==> src/rtl/im_loader.sv <==
// Instruction-memory program loader: packs a byte stream into
// little-endian 32-bit words and writes them from address 0 upward.
module im_loader #(
  parameter int DEPTH_BYTES = 32,
  parameter int CNT_W       = $clog2(DEPTH_BYTES/4)+1
) (
  input  logic             i_clk,
  input  logic             i_rst,
  input  logic             i_start,
  input  logic [CNT_W-1:0] i_load_words,
  input  logic [7:0]       i_rx_data,
  input  logic             i_rx_valid,
  output logic             o_rx_ready,
  output logic             o_wr_en,
  output logic [63:0]      o_wr_addr,
  output logic [31:0]      o_wr_data,
  output logic             o_busy,
  output logic             o_done,
  output logic             o_err,
  output logic [31:0]      o_checksum
);

  localparam int MAX_WORDS = DEPTH_BYTES/4;
  localparam logic [CNT_W-1:0] W_MAX = CNT_W'(MAX_WORDS);

  typedef enum logic [1:0] {
    S_IDLE,
    S_COLLECT,
    S_WRITE,
    S_FIN
  } state_t;

  state_t           r_state;
  logic [CNT_W-1:0] r_count;
  logic [CNT_W-1:0] r_word_idx;
  logic [1:0]       r_byte_idx;
  logic [23:0]      r_buf;
  logic             r_rx_ready;
  logic             r_wr_en;
  logic [63:0]      r_wr_addr;
  logic [31:0]      r_wr_data;
  logic             r_busy;
  logic             r_done;
  logic             r_err;
  logic [31:0]      r_checksum;

  logic             w_hs;
  logic [CNT_W-1:0] w_next_idx;
  logic [63:0]      w_addr;

  assign w_hs       = i_rx_valid & r_rx_ready;
  assign w_next_idx = r_word_idx + CNT_W'(1);
  assign w_addr     = {{(62-CNT_W){1'b0}}, r_word_idx, 2'b00};

  always_ff @(posedge i_clk) begin
    if (i_rst) begin
      r_state    <= S_IDLE;
      r_count    <= '0;
      r_word_idx <= '0;
      r_byte_idx <= '0;
      r_buf      <= '0;
      r_rx_ready <= 1'b0;
      r_wr_en    <= 1'b0;
      r_wr_addr  <= '0;
      r_wr_data  <= '0;
      r_busy     <= 1'b0;
      r_done     <= 1'b0;
      r_err      <= 1'b0;
      r_checksum <= '0;
    end else begin
      r_err <= 1'b0;
      unique case (r_state)
        S_IDLE: begin
          if (i_start) begin
            if (i_load_words == '0) begin
              r_checksum <= '0;
              r_done     <= 1'b1;
              r_busy     <= 1'b1;
              r_state    <= S_FIN;
            end else if (i_load_words > W_MAX) begin
              r_err <= 1'b1;
            end else begin
              r_count    <= i_load_words;
              r_word_idx <= '0;
              r_byte_idx <= '0;
              r_checksum <= '0;
              r_rx_ready <= 1'b1;
              r_busy     <= 1'b1;
              r_state    <= S_COLLECT;
            end
          end
        end
        S_COLLECT: begin
          if (w_hs) begin
            r_byte_idx <= r_byte_idx + 2'd1;
            unique case (r_byte_idx)
              2'd0: r_buf[7:0]   <= i_rx_data;
              2'd1: r_buf[15:8]  <= i_rx_data;
              2'd2: r_buf[23:16] <= i_rx_data;
              2'd3: begin
                // Lane 3 completes the word; present it straight to the write port.
                r_wr_data  <= {i_rx_data, r_buf};
                r_wr_addr  <= w_addr;
                r_wr_en    <= 1'b1;
                r_rx_ready <= 1'b0;
                r_state    <= S_WRITE;
              end
            endcase
          end
        end
        S_WRITE: begin
          r_wr_en    <= 1'b0;
          r_checksum <= r_checksum ^ r_wr_data;
          r_word_idx <= w_next_idx;
          if (w_next_idx == r_count) begin
            r_done  <= 1'b1;
            r_state <= S_FIN;
          end else begin
            r_rx_ready <= 1'b1;
            r_state    <= S_COLLECT;
          end
        end
        S_FIN: begin
          r_done  <= 1'b0;
          r_busy  <= 1'b0;
          r_state <= S_IDLE;
        end
      endcase
    end
  end

  assign o_rx_ready = r_rx_ready;
  assign o_wr_en    = r_wr_en;
  assign o_wr_addr  = r_wr_addr;
  assign o_wr_data  = r_wr_data;
  assign o_busy     = r_busy;
  assign o_done     = r_done;
  assign o_err      = r_err;
  assign o_checksum = r_checksum;

endmodule

==> config.mk <==
export PLATFORM = sky130hd
export DESIGN_NAME = im_loader
export DESIGN_NICKNAME = d
export VERILOG_FILES = /design/src/rtl/im_loader.sv
export SDC_FILE = /design/constraint.sdc
export NUM_CORES = 1
export LEC_CHECK = 0
export ABC_CLOCK_PERIOD_IN_PS = 2500
export CORE_UTILIZATION = 45
export CTS_BUF_LIST = sky130_fd_sc_hd__clkbuf_8
export DETAILED_ROUTE_END_ITERATION = 8
export MAX_ROUTING_LAYER = met4
export PLACE_DENSITY = 0.87
export SLEW_MARGIN = 20
export SYNTH_ARGS = -nofsm -noshare
export SYNTH_HDL_FRONTEND = slang
export SYNTH_SLANG_ARGS = --single-unit
==> constraint.sdc <==
create_clock -name i_clk -period 2.5 [get_ports i_clk]
set_clock_uncertainty 0.15 [all_clocks]
set_input_delay 0.5 -clock i_clk [delete_from_list [all_inputs] [get_ports i_clk]]
set_output_delay 0.5 -clock i_clk [all_outputs]
set_load 0.05 [all_outputs]
; ---- Word level (Yosys, flattened, before mapping)
; Index checks and enable logic that the tools add are counted.
[op_classes]
n_addsub = 2
magnitude_cmp = 1
eq_ne = 16
muxes = 38
n_bitwise = 6
reduce_logical = 23
[ops]
columns = operator, n
row1 = two-way mux 32 bit, 3
row2 = case mux 32 bit (2 select lines), 1
row3 = XOR 32 bit, 1
row4 = AND reduction 3 bit, 7
row5 = two-way mux 2 bit, 10
row6 = AND reduction 4 bit, 4
row7 = two-way mux 1 bit, 14
row8 = != test 2 bit (second input constant), 7
row9 = two-way mux 4 bit, 3
row10 = == test 2 bit (second input constant), 4
row11 = case mux 2 bit (4 select lines), 1
row12 = case mux 4 bit (2 select lines), 1
row13 = nonzero test 2 bit, 4
row14 = AND reduction 7 bit, 1
row15 = case mux 1 bit (3 select lines), 2
row16 = nonzero test 3 bit, 2
row17 = AND reduction 5 bit, 1
row18 = adder 4 x 1 -> 4 bit (second input constant), 1
row19 = == test 2 x 1 -> 1 bit (second input constant), 2
row20 = == test 4 bit, 1
row21 = greater-than comparator 4 bit (second input constant), 1
row22 = zero test 2 bit, 2
row23 = zero test 4 bit, 1
row24 = inverter 1 bit, 4
row25 = other kinds (7), 8
[totals]
reg_bits = 109
in_bits = 16
out_inout_bits = 133
word_cells = 101

; ---- Longest topological paths before layout
[logic_depth]
ltp_word = 5
mapped_depth = 7
ltp_nobuf = 5

; ---- Worst setup path before layout
; OpenSTA, ideal clock, no wires.
[synth_timing]
path_kind = register to register
start = register r_rx_ready, in the netlist o_rx_ready
end = register r_wr_data[23], in the netlist o_wr_data[23]
setup_time_ns = 0.132
arrival_ns = 1.681
required_ns = 2.218
slack_ns = 0.536
path_stages_with_launch = 7
path_buffers = 2
synth_period_minus_slack_ns = 1.964
path_cell_list = dfxtp_1 nand3_1 or3_1 buf_2 buf_2 nand2_1 a21oi_1
[synth_between]
elab_chain_len = 2
[synth_lines]
columns = element, line
row1 = start: declaration, 38  ; logic r_rx_ready;
row2 = start signal: assignment, 62  ; r_rx_ready <= 1'b0;
row3 = start signal: assignment, 87  ; r_rx_ready <= 1'b1;
row4 = start signal: assignment, 105  ; r_rx_ready <= 1'b0;
row5 = bitwise AND 1 bit, 51  ; assign w_hs = i_rx_valid & r_rx_ready;
row6 = AND reduction 3 bit (no source line), -
row7 = end signal: assignment, 102  ; r_wr_data <= {i_rx_data, r_buf};
row8 = end: declaration, 41  ; logic [31:0] r_wr_data;
; Every way passes these cells.
; A chain may end at the register's enable or synchronous reset.

; ---- Worst setup path after layout
[layout_timing]
start = register r_rx_ready, in the netlist o_rx_ready
end = output port o_rx_ready
[layout_lines]
columns = element, line
row1 = end: declaration, 13  ; output logic o_rx_ready,
; No word-level cell between the ends.

==> results.tsv <==
metric	value	unit
gr-total-overflow	0	
async_flop_share	0	%
drc	0	
hold_viol	0	
grt_pass1_vias	3710	
multi_input_area	2340	um^2
period_needed	2.34	ns
grt_pass1_wl	18100	um
dpl-instance-area	5780	um^2
rsz0062_at_grt	false	
setup_viol_count_final	0	
fmax	427	MHz
viasPerCell	5.07	
cts_buffers	9	
netlist_top_cells_count	dfxtp_1 (109), nand2_1 (106), a21oi_1 (71)	
finalPower	3.23	mW
cts_buffer_depth	2	
ys_warn_count	0	
finalWirelength	11100	um
cts_root_buffer	clkbuf_8	
worstSetupStartpointType	register	
crit_fanout	6	
fin_crit_sh	93.6	%
relSlewSlack	57.3	%
cp_slowest_stage_delay	0.87	ns
ys_types	47	
cp-end-kind	output port	
gp_congestion	0.857	
yosysMostFrequentCell	dfxtp_1	
dp_hpwl	8290	um
cts.clk_slew.worst_paths	0.11	ns
fin_nets	680	
final_area	5990	um^2
synth_top_cells_by_area	dfxtp_1 (44%), buf_4 (9.4%), nand2_1 (8.1%)	
grtUsageMet1	24.6	%
grt_max_degree	34	
cp_data_arrival_time	1.69	ns
max_cap_violations	0	
tightest_slew	0.639	ns
syn_to_final_growth	21.3	%
antenna_found_initial	0	
postCtsResizedCells	0	
grtUsageMet3	5.35	%
cts.sinks	109	
drv_slew	0	
synth-seq-area-share	44.2	%
h-tree-depth	3	
core	10500	um^2
drive_gt1_share	7.68	%
n_antenna_cell	0	
io_pins	149	
postCtsSetupBuffers	0	
cp_data_required_time	1.85	ns
synth_edf_count	0	
status	finished, final reports clean	
synth_area	4930	um^2
crit_buf_inv	1	
cts_hold_buffers	0	
die_w	107	um
drtIter0Drc	198	
synth_largest_area_cell	dfxtp_1	
cp_top_family	buffers and inverters	
synth_top_area_share	44.2	%
seq_area	2180	um^2
drtPass1Iterations	5	
port_buffers	88	
met2_usage	34.1	%
clock_latency	0.38	ns
cts_tree	done	
grt-busiest-layer	met2	
synth-main-ff-cell	dfxtp_1	
p_leak	2.12	nW
wl_per_cell	13.9	um
crit_type	reg2out	
fillers	986	
grt_util_all_layers	20.5	%
peakVddDrop	0.315	mV
power-per-cell-area	540	nW/um^2
ant_nets	0	
crit_chain	clkdlybuf4s50_1	
initial_core_util	47.2	%
vias	4054	
fp-row-count	37	
hp-class	in2reg	
worst_path_max_delay_cell	clkdlybuf4s50_1	
die_area	11400	um^2
die_height	107	um
synth_seq_cells	109	
postSynthCellCount	579	
syn_area_per_cell	8.52	um^2
==> flip-flops by register name (all words and copies together), names as in the netlist <==
signal / flops
r_state: 2
o_done: 1
r_buf: 24
r_byte_idx: 2
o_wr_data: 32
o_err: 1
o_rx_ready: 1
r_count: 4
o_checksum: 32
o_wr_addr: 4
r_word_idx: 4
o_busy: 1
o_wr_en: 1
==> metrics by stage <==
step                      util (%)  hold slack [ns]  TNS [ns]  setup slack, ns  cells
after floorplan                  -            0.282         0            0.536    638
after detailed placement      55.2            0.297     -4.30           -0.216    784
final                         57.2            0.301         0            0.160    800
after global routing          57.2            0.299         0           0.0945    800
after global placement        55.2            0.293     -2.83           -0.194    784
after CTS                     57.2            0.285         0            0.146    800
==> layer usage <==
metal / routed length, um / part of all wire, %
met4: 170 / 1.5
met2: 5530 / 50
met5: 0 / 0
met1: 4780 / 43
met3: 645 / 5.8
==> final timing paths <==
kind         startpoint             to  slack (ns)  cells after the start
max          o_rx_ready     o_rx_ready        0.16                      1
min               i_rst     r_count[1]        0.30                      2
max reg2reg  r_state[1]  o_wr_data[14]        0.57                      5
min reg2reg    r_buf[3]   o_wr_data[3]        0.30                      2
==> where the power goes <==
| part | leakage [nW] | total, mW | internal, mW | switching (mW) |
|---|---|---|---|---|
| clock network | 0.104 | 1.06 | 0.400 | 0.663 |
| registers | 0.879 | 1.76 | 1.75 | 0.0114 |
| logic | 1.14 | 0.412 | 0.0791 | 0.333 |
| total | 2.12 | 3.23 | 2.23 | 1.01 |
==> cell type report <==
| class | count | share of cell area (%) |
|---|---|---|
| Clock buffer | 9 | 2.07 |
| Clock inverter | 7 | 1.38 |
| Inverter | 4 | 0.251 |
| Multi-Input combinational cell | 424 | 39.1 |
| Sequential cell | 109 | 36.4 |
| Tap cell | 136 | 2.84 |
| Timing Repair Buffer | 111 | 17.9 |
==> cell families after synthesis <==
group	after synthesis	share of synthesized area, %
AO/OA/AOI/OAI	125	16.5
XOR/XNOR	37	6.87
adder cells (fa/ha/maj)	5	1.27
buffers and inverters	105	13.1
flip-flops	109	44.2
multiplexers	2	0.431
other	1	0.0760
AND/OR/NAND/NOR	195	17.5
==> layout by cell type, fill, tap and decap left out, types with 2 or more instances in the layout <==
| master | n |
|---|---|
| ha_1 | 5 |
| clkinv_8 | 3 |
| clkbuf_8 | 9 |
| buf_12 | 2 |
| dfxtp_1 | 109 |
| or3_1 | 2 |
| o311ai_1 | 4 |
| buf_4 | 21 |
| conb_1 | 60 |
| o21ai_0 | 3 |
| nand2b_1 | 2 |
| a22oi_1 | 4 |
| inv_1 | 3 |
| a2bb2oi_1 | 2 |
| clkdlybuf4s50_1 | 87 |
| xor2_1 | 33 |
| o311ai_0 | 28 |
| a21oi_1 | 71 |
| nand2_1 | 106 |
| a31oi_1 | 2 |
| nand3_1 | 29 |
| nor2_1 | 40 |
| o21ai_1 | 3 |
| inv_6 | 2 |
| o31ai_1 | 2 |
| xnor2_1 | 3 |
| nor3_1 | 4 |
==> worst reg2reg max path, stage by stage (launching register included) <==
cell     delay (ns)
dfxtp_1        0.66
buf_4          0.33
or3_1          0.17
buf_4          0.31
nand2_1        0.12
a21oi_1        0.15
No activity file was read; power rests on OpenSTA's default activity.
